### src/rtl/neuron_mac_sequencer.sv
// Single-neuron MAC sequencer: streams COUNT activations and weights, accumulates onto a
// scaled bias, applies ReLU with saturation, and writes the result back to the neuron RAM.
module neuron_mac_sequencer #(
  parameter int unsigned DATA_BUS_WIDTH    = 8,
  parameter int unsigned ADDRESS_BUS_WIDTH = 16,
  parameter int unsigned ACC_WIDTH         = 24,
  parameter int unsigned FRAC_BITS         = 4
) (
  input  logic                         clk,
  input  logic                         rst,
  input  logic                         start,
  input  logic [ADDRESS_BUS_WIDTH-1:0] src_base,
  input  logic [ADDRESS_BUS_WIDTH-1:0] dst_address,
  input  logic [ADDRESS_BUS_WIDTH-1:0] count,
  input  logic [DATA_BUS_WIDTH-1:0]    bias,
  output logic [ADDRESS_BUS_WIDTH-1:0] weight_address,
  input  logic [DATA_BUS_WIDTH-1:0]    weight_data,
  output logic [ADDRESS_BUS_WIDTH-1:0] read_address,
  output logic                         oe,
  input  logic [DATA_BUS_WIDTH-1:0]    read_data,
  output logic [ADDRESS_BUS_WIDTH-1:0] write_address,
  output logic [DATA_BUS_WIDTH-1:0]    write_data,
  output logic                         wre,
  output logic                         busy,
  output logic                         done
);

  localparam int unsigned DW = DATA_BUS_WIDTH;
  localparam int unsigned AW = ADDRESS_BUS_WIDTH;
  localparam int unsigned CW = ACC_WIDTH;
  localparam logic signed [CW-1:0] SAT_MAX = CW'((1 << (DW - 1)) - 1);

  typedef enum logic [1:0] {IDLE, ACCUM, WRITE, DONE} state_t;

  state_t               state_q, state_d;
  logic [AW-1:0]        idx_q, idx_d;
  logic signed [CW-1:0] acc_q, acc_d;
  logic [AW-1:0]        src_q, src_d;
  logic [AW-1:0]        dst_q, dst_d;
  logic [AW-1:0]        cnt_q, cnt_d;
  logic                 oe_q, oe_d;
  logic                 wre_q, wre_d;
  logic                 busy_q, busy_d;
  logic                 done_q, done_d;
  logic [AW-1:0]        rd_addr_q, rd_addr_d;
  logic [AW-1:0]        w_addr_q, w_addr_d;
  logic [AW-1:0]        wr_addr_q, wr_addr_d;
  logic [DW-1:0]        wr_data_q, wr_data_d;
  logic signed [2*DW-1:0] prod;

  // Negative sums clamp to zero; positive sums drop the fraction and clip to the max code.
  function automatic logic [DW-1:0] relu_sat(input logic signed [CW-1:0] a);
    logic signed [CW-1:0] s;
    s = a >>> FRAC_BITS;
    if (a < 0) return '0;
    if (s > SAT_MAX) return DW'(SAT_MAX);
    return DW'(s);
  endfunction

  always_comb begin
    state_d   = state_q;
    idx_d     = idx_q;
    acc_d     = acc_q;
    src_d     = src_q;
    dst_d     = dst_q;
    cnt_d     = cnt_q;
    oe_d      = 1'b0;
    wre_d     = 1'b0;
    done_d    = 1'b0;
    rd_addr_d = rd_addr_q;
    w_addr_d  = w_addr_q;
    wr_addr_d = wr_addr_q;
    wr_data_d = wr_data_q;
    prod      = $signed(read_data) * $signed(weight_data);

    unique case (state_q)
      IDLE: begin
        if (start) begin
          src_d = src_base;
          dst_d = dst_address;
          cnt_d = count;
          idx_d = '0;
          acc_d = CW'($signed(bias)) <<< FRAC_BITS;
          if (count != '0) begin
            state_d   = ACCUM;
            oe_d      = 1'b1;
            rd_addr_d = src_base;
            w_addr_d  = '0;
          end else begin
            state_d   = WRITE;
            wre_d     = 1'b1;
            wr_addr_d = dst_address;
            wr_data_d = relu_sat(acc_d);
          end
        end
      end
      ACCUM: begin
        acc_d = acc_q + CW'(prod);
        idx_d = idx_q + AW'(1);
        if (idx_q == cnt_q - AW'(1)) begin
          state_d   = WRITE;
          wre_d     = 1'b1;
          wr_addr_d = dst_q;
          wr_data_d = relu_sat(acc_d);
        end else begin
          oe_d      = 1'b1;
          rd_addr_d = src_q + idx_d;
          w_addr_d  = idx_d;
        end
      end
      WRITE: begin
        state_d = DONE;
        done_d  = 1'b1;
      end
      DONE: begin
        state_d = IDLE;
      end
      default: state_d = IDLE;
    endcase

    busy_d = (state_d != IDLE);
  end

  always_ff @(posedge clk or posedge rst) begin
    if (rst) begin
      state_q   <= IDLE;
      idx_q     <= '0;
      acc_q     <= '0;
      src_q     <= '0;
      dst_q     <= '0;
      cnt_q     <= '0;
      oe_q      <= 1'b0;
      wre_q     <= 1'b0;
      busy_q    <= 1'b0;
      done_q    <= 1'b0;
      rd_addr_q <= '0;
      w_addr_q  <= '0;
      wr_addr_q <= '0;
      wr_data_q <= '0;
    end else begin
      state_q   <= state_d;
      idx_q     <= idx_d;
      acc_q     <= acc_d;
      src_q     <= src_d;
      dst_q     <= dst_d;
      cnt_q     <= cnt_d;
      oe_q      <= oe_d;
      wre_q     <= wre_d;
      busy_q    <= busy_d;
      done_q    <= done_d;
      rd_addr_q <= rd_addr_d;
      w_addr_q  <= w_addr_d;
      wr_addr_q <= wr_addr_d;
      wr_data_q <= wr_data_d;
    end
  end

  assign oe             = oe_q;
  assign wre            = wre_q;
  assign busy           = busy_q;
  assign done           = done_q;
  assign read_address   = rd_addr_q;
  assign weight_address = w_addr_q;
  assign write_address  = wr_addr_q;
  assign write_data     = wr_data_q;

endmodule
### config.mk
export PLATFORM = sky130hd
export DESIGN_NAME = neuron_mac_sequencer
export DESIGN_NICKNAME = d
export VERILOG_FILES = /design/src/rtl/neuron_mac_sequencer.sv
export SDC_FILE = /design/constraint.sdc
export NUM_CORES = 1
export LEC_CHECK = 0
export CAP_MARGIN = 10
export CELL_PAD_IN_SITES_DETAIL_PLACEMENT = 0
export CELL_PAD_IN_SITES_GLOBAL_PLACEMENT = 1
export CORE_UTILIZATION = 44
export DETAILED_ROUTE_END_ITERATION = 10
export GPL_ROUTABILITY_DRIVEN = 0
export MAX_ROUTING_LAYER = met4
export PLACE_DENSITY = 0.81
export SKIP_LAST_GASP = 1
export SLEW_MARGIN = 20
export SYNTH_ARGS = -nofsm -noshare
export SYNTH_HDL_FRONTEND = slang
export SYNTH_SLANG_ARGS = --single-unit
### constraint.sdc
create_clock -name clk -period 5.8 [get_ports clk]
set_input_delay 0.58 -clock clk [delete_from_list [all_inputs] [get_ports clk]]
set_output_delay 0.58 -clock clk [all_outputs]
set_load 0.005 [all_outputs]
==> impl_metrics.json <==
{
  "hold_path_depth": 2,
  "ioPinCount": 135,
  "synth_edf_count": 0,
  "path_class": "in -> reg",
  "clock_sink_count": 150,
  "yosysSeqAreaShare_pct": 31.47,
  "area.sequential_um2": 3754,
  "clock-root-buffer": "clkbuf_16",
  "r2r_cells": 21,
  "finalHoldViolCount": 0,
  "place_hpwl_um": 23390,
  "hold_start": "dst_q[6]",
  "r2r-end": "write_data[3]",
  "final_antenna_net_count": 0,
  "die_area_um2": 27770,
  "start_util_pct": 45.25,
  "synth_area_um2": 11930,
  "clock_path_buffers": 2,
  "grt_pass1_wl_um": 52290,
  "clkLatencyLatePin_ns": 0.44,
  "syn-instance-count": 1300,
  "cp.arrival_ns": 5.92,
  "r2r-start": "acc_q[4]",
  "wirelength_um": 31500,
  "cts_tree": "built",
  "status": "finished clean",
  "reg2reg_slack_ns": 0.28,
  "die_h_um": 166.6,
  "antenna_found_initial": 3,
  "fp.dieW_um": 166.6,
  "yosysUniqueCellTypes": 66,
  "synth_area_per_cell_um2": 9.174,
  "numCtsBuffers": 17,
  "ys.flop_type": "dfrtp_1",
  "h-tree-depth": 4,
  "fmax_mhz": 177.3,
  "min_path_type": "reg -> reg",
  "grt.overflow.total": 0,
  "cap_viol_max_count": 0,
  "drc": 0,
  "syn2layout_area_growth_pct": 27.65,
  "drtPass1Iterations": 6,
  "vias": 9974,
  "initialDrtViolationCount": 491,
  "endpoint_kind": "flop",
  "fillers": 2354,
  "multi_input_area_um2": 7830,
  "synth_fp_nets": 1551,
  "clk_pin_slew_ns": 0.07,
  "ctsHoldBuffers": 0,
  "crit_required_ns": 6.08,
  "fin_crit_ns": 5.641,
  "tightest_slew_ns": 1.141,
  "grt_pass1_vias": 10060,
  "routedWlPerCell_um": 16.86,
  "relSlewSlack_pct": 23.56,
  "fin_crit_sh_pct": 97.26,
  "fin_nets": 1768,
  "ys_ff_latch": 150,
  "grt.total_usage_pct": 24.46,
  "finClkSkew_ns": 0.01737,
  "yosysWarnings": 0,
  "worstSetupStartpointType": "input port",
  "core_um2": 26350,
  "path_max_fanout": 7,
  "worst_hold_path.endpoint": "dst_q[6]",
  "synthArstFlopShare_pct": 100.0,
  "grt_max_degree": 108,
  "rows": 59,
  "drive_above_1_share_pct": 14.38,
  "drv_slew": 0,
  "setup_viol": 0,
  "io_buffers": 134,
  "tns_ns": 0,
  "viasPerCell": 5.339
}
==> Yosys cell counts (8+ instances only) <==
cell      number  area share (%)
nor4_1        10            0.52
nand3_1       42             1.8
and2_1        35             1.8
fa_1         105              18
and3_1        24             1.3
nor3_1        25             1.0
mux2i_1       18             1.5
a211oi_1      12            0.76
nand2_1      233             7.3
a21oi_1       62             2.6
nor2_1        61             1.9
a221o_1       11            0.92
xor2_1        28             2.1
inv_1        112             3.5
o21ai_0       80             3.4
clkbuf_1      37             1.2
dfrtp_1      150              31
nand4_1        8            0.42
ha_1          71             7.4
nand2b_1      17            0.89
xnor2_1       35             2.6
a21o_1        12            0.76
==> flip-flops by register name, summed over array words and instances, names as in the netlist <==
signal	cells
cnt_q	16
idx_q	16
dst_q	16
weight_address	16
acc_q	24
oe	1
wre	1
state_q	2
read_address	16
src_q	16
write_data	8
busy	1
write_address	16
done	1
==> per-stage QoR <==
step                instance area [µm²]  cells  utilization [%]  setup slack, ns  hold slack (ns)
finish                            15220   1868            57.77           0.1590           0.4773
global route                      15220   1868            57.77         -0.04864           0.5072
CTS                               15060   1863            57.15         0.001378           0.4793
detailed placement                14390   1828            54.61          -0.7538           0.4618
global placement                  14390   1828            54.61          -0.6359           0.4567
floorplan                         12010   1300                -         0.009069           0.4450
==> layout by cell type (no fill, tap or decap), types with 15 or more instances in the layout <==
master and instances:
fa_1 98, nor3_1 24, dfrtp_1 150, inv_1 107
nand2b_1 15, buf_4 108, nor2_1 56, clkdlybuf4s50_1 118
ha_1 63, xnor2_1 35, xor2_1 28, nand2_1 233
mux2i_1 18, and3_1 24, o21ai_0 78, clkbuf_16 17
and2_1 33, a21oi_1 59, nand3_1 40
==> worst max-delay path by stage <==
| stage | startpoint | end | slack, ns | cells past startpoint |
|---|---|---|---|---|
| 6_report | weight_data[1] | write_data[3] | 0.16 | 22 |
| 5_1_grt | weight_data[1] | write_data[1] | -0.05 | 22 |
| 4_1_cts | weight_data[7] | write_data[1] | 0.001 | 20 |
| 3_5_place_dp | read_data[7] | write_data[1] | -0.75 | 19 |
| 3_3_place_gp | read_data[4] | write_data[1] | -0.64 | 22 |
| 2_1_floorplan | weight_data[1] | write_data[1] | 0.009 | 19 |
==> metal layers <==
layer | global-route usage (%) | part of all wire [%] | up-vias
met5 | - | 0 | -
met4 | 5.314 | 1.4 | 0
met3 | 5.775 | 5.8 | 26
met2 | 37.07 | 46 | 232
met1 | 33.33 | 47 | 4885
li1 | - | - | 4831
==> kinds of logic after synthesis <==
family / Yosys count / synth area share (%)
AO/OA/AOI/OAI: 235 / 12.33
XOR/XNOR: 63 / 4.627
flip-flops: 150 / 31.47
multiplexers: 20 / 1.700
AND/OR/NAND/NOR: 494 / 19.57
adder cells (fa/ha/maj): 176 / 25.07
buffers and inverters: 162 / 5.235
==> worst max-delay path, cell delays in order <==
cell	delay, ns
clkdlybuf4s15_1	0.22
buf_4	0.17
and2_4	0.18
buf_4	0.15
fa_1	0.56
fa_1	0.45
fa_1	0.49
fa_1	0.54
ha_4	0.22
ha_4	0.27
buf_4	0.14
nand3_2	0.12
o2111ai_4	0.23
buf_4	0.16
nand2_1	0.06
xnor2_1	0.15
a211o_1	0.29
nor4_2	0.30
nand4_1	0.14
buf_6	0.18
nor4b_2	0.25
a21oi_1	0.06
==> what timing repair did <==
action | 4_1_cts | 5_1_grt
endpoints found under the setup margin | 8 | 7
setup buffers | 3 | 2
pin swaps | 15 | 24
resized for setup | 26 | 55
==> area by class of cell <==
cell class / count / share of cell area [%]
Clock buffer: 17 / 2.794
Antenna cell: 3 / 0.04931
Inverter: 113 / 2.835
Sequential cell: 150 / 24.65
Multi-Input combinational cell: 988 / 51.43
Clock inverter: 15 / 1.183
Tap cell: 335 / 2.753
Timing Repair Buffer: 247 / 14.30
Power is left out: the tool's default activity adds up to more than one toggle a clock period on the data nets, which glitch-free logic cannot reach.
